--- src/rtl/fetch_stage.sv ---
// IF stage and IF/ID pipeline register: owns PCF, next-PC selection and the
// variable-latency instruction-memory handshake, presenting fetched words to decode.
module fetch_stage #(
  parameter int unsigned     XLEN     = 32,
  parameter logic [XLEN-1:0] RESET_PC = '0,
  parameter logic [31:0]     NOP      = 32'h0000_0013
) (
  input  logic            clk,
  input  logic            rst,
  input  logic            StallF,
  input  logic            StallD,
  input  logic            FlushD,
  input  logic [1:0]      PCSrcE,
  input  logic [XLEN-1:0] PCTargetE,
  input  logic [XLEN-1:0] ALUResultE,
  output logic            imem_req,
  output logic [XLEN-1:0] imem_addr,
  input  logic            imem_ready,
  input  logic [31:0]     imem_rdata,
  output logic [31:0]     InstrD,
  output logic [XLEN-1:0] PCD,
  output logic [XLEN-1:0] PCPlus4D,
  output logic            ValidD
);

  typedef enum logic [1:0] {
    StFetch = 2'd0,
    StDrop  = 2'd1,
    StHold  = 2'd2
  } fetchStateT;

  fetchStateT      state, stateNext;
  logic [XLEN-1:0] pcF, pcFNext;
  logic [XLEN-1:0] dropAddr, dropAddrNext;
  logic [31:0]     holdInstr, holdInstrNext;
  logic [XLEN-1:0] holdPc, holdPcNext;
  logic [31:0]     instrDNext;
  logic [XLEN-1:0] pcDNext, pcPlus4DNext;
  logic            validDNext;
  logic            imemReqNext;
  logic [XLEN-1:0] imemAddrNext;

  logic            redirect;
  logic            accept;
  logic [XLEN-1:0] target;
  logic [XLEN-1:0] pcPlus4;

  assign redirect = (PCSrcE == 2'b01) || (PCSrcE == 2'b10);
  assign accept   = !StallF && !StallD;
  assign target   = (PCSrcE == 2'b10) ? {ALUResultE[XLEN-1:1], 1'b0} : PCTargetE;
  assign pcPlus4  = pcF + XLEN'(4);

  // Next-state, next-PC and IF/ID load selection
  always_comb begin
    stateNext     = state;
    pcFNext       = pcF;
    dropAddrNext  = dropAddr;
    holdInstrNext = holdInstr;
    holdPcNext    = holdPc;
    instrDNext    = NOP;
    pcDNext       = '0;
    pcPlus4DNext  = '0;
    validDNext    = 1'b0;

    unique case (state)
      StFetch: begin
        if (redirect) begin
          pcFNext = target;
          if (!imem_ready) begin
            dropAddrNext = pcF;
            stateNext    = StDrop;
          end
        end else if (imem_ready) begin
          if (accept) begin
            instrDNext   = imem_rdata;
            pcDNext      = pcF;
            pcPlus4DNext = pcPlus4;
            validDNext   = 1'b1;
            pcFNext      = pcPlus4;
          end else begin
            holdInstrNext = imem_rdata;
            holdPcNext    = pcF;
            stateNext     = StHold;
          end
        end
      end
      StDrop: begin
        if (redirect) pcFNext = target;
        if (imem_ready) stateNext = StFetch;
      end
      StHold: begin
        if (redirect) begin
          pcFNext   = target;
          stateNext = StFetch;
        end else if (accept) begin
          instrDNext   = holdInstr;
          pcDNext      = holdPc;
          pcPlus4DNext = holdPc + XLEN'(4);
          validDNext   = 1'b1;
          pcFNext      = pcPlus4;
          stateNext    = StFetch;
        end
      end
      default: stateNext = StFetch;
    endcase

    // Flush and redirect beat stall, which beats the per-state load
    if (FlushD || redirect) begin
      instrDNext   = NOP;
      pcDNext      = '0;
      pcPlus4DNext = '0;
      validDNext   = 1'b0;
    end else if (StallD) begin
      instrDNext   = InstrD;
      pcDNext      = PCD;
      pcPlus4DNext = PCPlus4D;
      validDNext   = ValidD;
    end
  end

  // Request outputs are registered from the upcoming state
  always_comb begin
    imemReqNext  = (stateNext != StHold);
    imemAddrNext = (stateNext == StDrop) ? dropAddrNext : pcFNext;
  end

  always_ff @(posedge clk or posedge rst) begin
    if (rst) begin
      state     <= StFetch;
      pcF       <= RESET_PC;
      dropAddr  <= '0;
      holdInstr <= NOP;
      holdPc    <= '0;
      InstrD    <= NOP;
      PCD       <= '0;
      PCPlus4D  <= '0;
      ValidD    <= 1'b0;
      imem_req  <= 1'b1;
      imem_addr <= RESET_PC;
    end else begin
      state     <= stateNext;
      pcF       <= pcFNext;
      dropAddr  <= dropAddrNext;
      holdInstr <= holdInstrNext;
      holdPc    <= holdPcNext;
      InstrD    <= instrDNext;
      PCD       <= pcDNext;
      PCPlus4D  <= pcPlus4DNext;
      ValidD    <= validDNext;
      imem_req  <= imemReqNext;
      imem_addr <= imemAddrNext;
    end
  end

endmodule
--- config.mk ---
export PLATFORM = sky130hd
export DESIGN_NAME = fetch_stage
export DESIGN_NICKNAME = d
export VERILOG_FILES = /design/src/rtl/fetch_stage.sv
export SDC_FILE = /design/constraint.sdc
export NUM_CORES = 1
export LEC_CHECK = 0
export ABC_AREA = 1
export CORE_UTILIZATION = 45
export CTS_CLUSTER_DIAMETER = 150
export CTS_CLUSTER_SIZE = 16
export DETAILED_ROUTE_END_ITERATION = 12
export PLACE_DENSITY = 0.69
export SKIP_LAST_GASP = 1
export SYNTH_ARGS = -nofsm -noshare
export SYNTH_HDL_FRONTEND = slang
export SYNTH_SLANG_ARGS = --single-unit
--- constraint.sdc ---
create_clock -name clk -period 18.2 [get_ports clk]
set_clock_uncertainty 0.1 [all_clocks]
set_input_delay 2.73 -clock clk [delete_from_list [all_inputs] [get_ports clk]]
set_output_delay 2.73 -clock clk [all_outputs]
set_load 0.02 [all_outputs]
## Word-level counts from Yosys, hierarchy flattened

Cells that the tools add are included.

| word-level totals | value |
|---|---|
| bits in latches | 0 |
| memory bits (read-only) | 0 |
| memories | 0 |
| flip-flop bits (word level) | 260 |
| word-level logic and storage cells | 79 |
| output and inout bits | 130 |
| bits in writable memories | 0 |

| cells by class | value |
|---|---|
| shifts and indexed selects | 0 |
| bitwise operators | 2 |
| multiplexer cells | 50 |
| magnitude comparators | 0 |
| multiply operators | 0 |
| add/subtract/negate cells | 2 |
| eq/ne operators | 7 |
| div/mod/pow operators | 0 |
| reductions and logical operators | 7 |

Operator list:

| operator | number |
|---|---|
| 32-bit 2-to-1 mux | 31 |
| 32-bit case mux with 2 select lines | 3 |
| 32-bit case mux with 3 select lines | 1 |
| 32-bit by 3-bit adder with 32-bit output, second input constant | 2 |
| 2-bit 2-to-1 mux | 7 |
| 2-bit by 1-bit == test with 1-bit output, second input constant | 3 |
| 1-bit 2-to-1 mux | 6 |
| 2-bit case mux with 3 select lines | 1 |
| 2-bit == test, second input constant | 2 |
| 4-bit AND reduction | 1 |
| 1-bit zero test | 2 |
| 2-bit zero test | 1 |
| 1-bit logical OR | 2 |
| 2-bit by 1-bit inequality test with 1-bit output, second input constant | 1 |
| 2-bit inequality test, second input constant | 1 |
| 1-bit inverter | 2 |
| 1-bit case mux with 2 select lines | 1 |
| 1-bit logical AND | 1 |

## Longest topological paths before layout

| logic depth | value |
|---|---|
| depth after elaboration | 8 |
| depth in mapped cells | 15 |

## Worst setup path after synthesis

OpenSTA, ideal clock, no wires.

| path | value |
|---|---|
| path type | input-to-reg |
| start | in PCSrcE[0] |
| end | reg imem_addr[6] |
| data required time | 17.966 ns |
| stages | 11 |
| setup time | 0.134 ns |
| setup slack | 13.812 ns |
| arrival | 4.154 ns |
| buffers on the path | 3 |
| cells stage by stage | inv_1 -> ha_1 -> buf_4 -> inv_2 -> clkbuf_1 -> clkbuf_1 -> nand3_1 -> nand3_1 -> o21ai_1 -> nand2_1 -> o21ai_0 |

RTL lines:

| element | RTL line | text |
|---|---|---|
| from (decl) | 13 | `input logic [1:0] PCSrcE,` |
| 2-bit == test / 2-bit by 1-bit == test with 1-bit output (equally long branches) | 48, 50 |  |
| 32-bit 2-to-1 mux / 1-bit logical OR (equally long branches) | 50, 48 |  |
| 32-bit 2-to-1 mux (on tied branches) | 92, 67, 88 |  |
| 32-bit case mux with 3 select lines (*) | 65 | `unique case (state)` |
| via pcFNext[6] | 33 | `logic [XLEN-1:0] pcF, pcFNext;` |
| 32-bit 2-to-1 mux (*) | 124 | `imemAddrNext = (stateNext == StDrop) ? dropAddrNext : pcFNext;` |
| via imemAddrNext[6] | 41 | `logic [XLEN-1:0] imemAddrNext;` |
| to (signal assigned) | 151 | `imem_addr <= imemAddrNext;` |
| to (decl) | 17 | `output logic [XLEN-1:0] imem_addr,` |

Mark *: on every way through the listed nets, which the timed path passes. The rest lies on a longest branch.
A chain may end at the register's enable or synchronous reset.

## Worst setup path in the final report

| path | value |
|---|---|
| start | in PCSrcE[0] |
| end | reg InstrD[21] |

| between the ends | value |
|---|---|
| word-level cells in the longest chain between the ends | 6 |

Ends and longest elaborated chain:

| element | RTL line | text |
|---|---|---|
| 2-bit by 1-bit == test with 1-bit output / 2-bit == test (equally long branches) | 48 | `assign redirect = (PCSrcE == 2'b01) \|\| (PCSrcE == 2'b10);` |
| 1-bit logical OR (*) | 48 |  |
| 32-bit 2-to-1 mux (on tied branches) | 92, 67 |  |
| 32-bit case mux with 2 select lines | 65 |  |
| 32-bit 2-to-1 mux | 113 | `end else if (StallD) begin` |
| 32-bit 2-to-1 mux | 108 | `if (FlushD \|\| redirect) begin` |
| to (signal assigned) | 146 | `InstrD <= instrDNext;` |
| to (decl) | 20 | `output logic [31:0] InstrD,` |

Every way passes the cells marked *; elsewhere a longest branch is shown, timed or not. The select of a mux whose other input is x is not followed.

==> out/results.txt <==
The run finished with clean final reports. In the routed design, unresolved DRC markers number 0. The combinational power share was 26.9%; the final critical-path setup slack was 11.99 ns. In this run the static leakage power is 7.21 nW. Slowest library cell on the worst path: buf_4.

The area growth from synthesis to layout is 23.4%. The first global-routing pass estimated 64000 microns of wire. After clock tree synthesis, the repair step resized 0 gates. In this run the clock root is driven by a clkbuf_16. On the worst path, the slowest cell contributes a delay of 0.70 ns.

For the required time at the worst-slack endpoint, the log shows 18.52 ns. For the worst setup path, the data arrival time is 6.53 ns. Counting flops and latches in the post-synthesis netlist gives 258.

The tool flagged a number of max-cap violations equal to 0. The routed via count divided by cell count works out to 5.43. From bottom edge to top edge, the die measures 173 microns. Internal power comes to 1.07 mW. At the pin with the least slew margin, the transition time is 1.16 ns.

Of the total power, the clock network draws 24.8%. The run gives 123 as the pin count of the biggest net entering global routing. After synthesis, the mean cell area works out to 7.97 sq um. The core area was 28700 sq um; the sequential-to-total area share from yosys stat was 49.3%. The number of buffers added by the clock tree synthesis step was 20; the net switching fraction of the power was 35.4%. The CTS clock-pin slew for the worst setup and hold paths works out to 0.07 ns.

The tools report the number of levels the H-tree was split into as 1. The final hold violation count is 0, and the overall routing resource usage is 26.8%. When the netlist entered floorplanning its net count stood at 1755. STA classifies the critical path startpoint as a primary input. In this design, the critical path's most frequently occurring cell is buf_4. Largest delay contributor family on the critical path: buffers and inverters.

TritonCTS built the clock tree. Once placement completed, the tool counted placed cells totaling 2185. The min-delay analysis places its worst path in the category flop to flop.

After clock tree synthesis, the flow added hold-fix buffers numbering 0. The fraction of layout instances using a drive strength above 1 came out at 7.21%. Headroom to the max-slew limit came out at 22.3%.

The number of global-route vias before repair came out at 11400. For the achievable frequency, the log shows 161 MHz. The number of buffers inserted by port buffering is 232, and the final instance count without filler cells is 2214. The share of total power dissipated in sequential elements is 48.2%. The count of nets left with antenna violations once routing finished came out at 0.

After layout, the worst path uses 34.1% of the clock period. The critical path buffer and inverter count works out to 7. Traced cell by cell, the critical path runs through clkdlybuf4s50_1 > inv_1 > ha_1 > buf_4 > inv_2 > nor2_2 > buf_4 > inv_2 > nor2_4 > buf_4 > nand2_1 > o21ai_0. The worst hold slack after final layout is 0.382 ns, and the total power divided by cell area is 102 nW/um^2. The tools report the routability congestion estimate from global placement as 0.902. The detail-routed net length per standard cell was 18.1 microns; the clock latency reported for the late side of the worst-skew pair was 0.53 ns.

Once the floorplan was initialized, standard cells occupied 45.7% of the core. The maximum buffer depth of the clock tree came out at 3. In the final layout, the multi-input gates occupy 5800 sq um. The critical setup path kind is primary input to flop. The first-pass detailed-route iteration total came out at 6. Setup repair after global routing left no endpoint under its margin.

Timing analysis after detailed placement gives a worst setup slack of 11.49 ns. The count of final max-slew check failures is 0. 0 antenna diodes ended up in the layout. The logs give 234 for the I/O pin count and 0.0000529 V for the maximum vdd ir drop. The number of library cell types mapped by synthesis is 46, and the filler cell count in the final layout is 2668. The sum of negative setup slack came out at 0 ns.

Initial DRC count: 1242. Summed over all nets, the half-perimeter wirelength after detailed placement is 28200 microns. The number of antenna violations at the first check in global routing is 0. The kind of end point of the critical path is a flop. The floorplan has 62 rows.

Counting every sink on the clock net gives 258. The tools report the total congestion overflow after global routing as 0. For the storage element area, the log shows 6460 sq um. In this run the power spent charging and discharging nets is 586 uW. During synthesis, Yosys emitted a total of 0 warnings.

Maximum net fanout on the critical path: 92. In this run the cell area of the synthesized design comes to 13100 sq um. After detailed routing, the total wire length is 40100 microns. Synthesis produced a netlist whose cell count is 1646. Setup violations remaining at the end of the flow were counted as 0. The die area is 29800 sq um, and the chip width is 173 microns.

Number of nets in the finished design: 1932. Buffers added to address setup during post-CTS repair amount to 0. The via count is 12000. The smallest clock period supported by the final layout is computed as 6.21 ns.
-- synthesized netlist by cell type (all sizes together) --
| cell | number | area (sq um) |
|---|---|---|
| a21o | 1 | 7.51 |
| a21oi | 78 | 390 |
| a22o | 10 | 87.6 |
| a22oi | 49 | 368 |
| a31oi | 2 | 12.5 |
| and2 | 1 | 6.26 |
| buf | 41 | 229 |
| clkbuf | 48 | 183 |
| clkinv | 1 | 3.75 |
| dfrtp | 251 | 6280 |
| dfstp | 7 | 184 |
| ha | 5 | 62.6 |
| inv | 124 | 465 |
| mux2 | 33 | 372 |
| nand2 | 519 | 1970 |
| nand3 | 75 | 390 |
| nand3b | 2 | 15.0 |
| nand4 | 14 | 87.6 |
| nor2 | 101 | 479 |
| nor3 | 17 | 106 |
| nor4 | 2 | 12.5 |
| o211ai | 3 | 22.5 |
| o21ai | 225 | 1130 |
| o21bai | 4 | 30.0 |
| o221ai | 4 | 35.0 |
| o22ai | 8 | 50.1 |
| o311ai | 1 | 8.76 |
| o31ai | 2 | 15.0 |
| o41ai | 1 | 8.76 |
| or2 | 13 | 81.3 |
| xor2 | 4 | 35.0 |
-- power groups by stage --
stage / clock network (mW) / registers [mW] / logic [mW]
5_1_grt: 0.443 / 0.811 / 0.498
6_report: 0.411 / 0.798 / 0.446
2_1_floorplan: 0 / 0.797 / 0.264
4_1_cts: 0.421 / 0.793 / 0.444
3_5_place_dp: 0 / 0.802 / 0.442
3_3_place_gp: 0 / 0.800 / 0.433
-- metal layers --
| layer | GRT usage (%) | part of all wire (%) | up-vias |
|---|---|---|---|
| li1 | - | - | 5781 |
| met1 | 41.1 | 49 | 5722 |
| met2 | 40.1 | 43 | 482 |
| met3 | 3.65 | 6.6 | 38 |
| met4 | 6.01 | 1.9 | 0 |
| met5 | 0 | 0 | - |
-- worst reg2reg max path: stages (launching register included) --
cell     delay [ns]
dfrtp_1        0.51
nor2_4         0.24
inv_2          0.11
nor2_4         0.25
inv_2          0.19
nor2_4         0.51
buf_4          0.59
inv_2          0.29
o21ai_0        0.21
o21ai_0        0.11
nand2_1        0.09
-- kinds of logic after synthesis --
kind of cell / count (synthesis) / share of synthesized area [%]
multiplexers: 33 / 2.83
buffers and inverters: 214 / 6.71
XOR/XNOR: 4 / 0.267
flip-flops: 258 / 49.3
AO/OA/AOI/OAI: 388 / 16.5
AND/OR/NAND/NOR: 744 / 24.0
adder cells (fa/ha/maj): 5 / 0.477
-- sequential cells by signal, summed over array words and instances, names as in the netlist --
register,flops
imem_addr,32
PCD,32
ValidD,1
state,2
InstrD,32
PCPlus4D,30
imem_req,1
holdInstr,32
holdPc,32
dropAddr,32
pcF,32
-- cell usage in the layout, fill, tap and decap left out, types with 20 or more instances in the layout --
cell type and count:
nand3_1 72, nand2_1 513, dfrtp_1 251, mux2_2 33, nor2_1 80, o21ai_1 56, clkdlybuf4s50_1 232, inv_1 110
o21ai_0 169, clkbuf_16 20, a21oi_1 78, a22oi_1 49
-- through the flow --
step           total power, mW  utilization (%)  cell area [sq um]
2_1_floorplan             1.06                -              13100
3_3_place_gp              1.23             54.5              15600
3_5_place_dp              1.24             54.5              15600
4_1_cts                   1.66             56.4              16200
5_1_grt                   1.75             56.4              16200
6_report                  1.65             56.4              16200
-- worst paths after layout --
check,from,to,slack (ns),cells after the start
worst max-delay path,PCSrcE[0],InstrD[21],11.99,12
worst min-delay path,PCPlus4D[19],PCPlus4D[19],0.38,2
worst max register to register,state[0],PCPlus4D[24],14.93,10
worst min register to register,PCPlus4D[19],PCPlus4D[19],0.38,2
max in group asynchronous,rst,imem_addr[20],12.96,4
min in group asynchronous,rst,InstrD[30],2.69,2
-- area by class of cell --
type / instances / area share, %
clock buffers: 27 / 3.25
clock inverters: 2 / 0.201
flip-flops and latches: 258 / 39.9
multi-input cells: 1174 / 35.8
repair buffers: 244 / 14.9
well taps: 384 / 2.97
inverters: 125 / 2.94
Note: power is estimated with default switching activity, not from simulation.
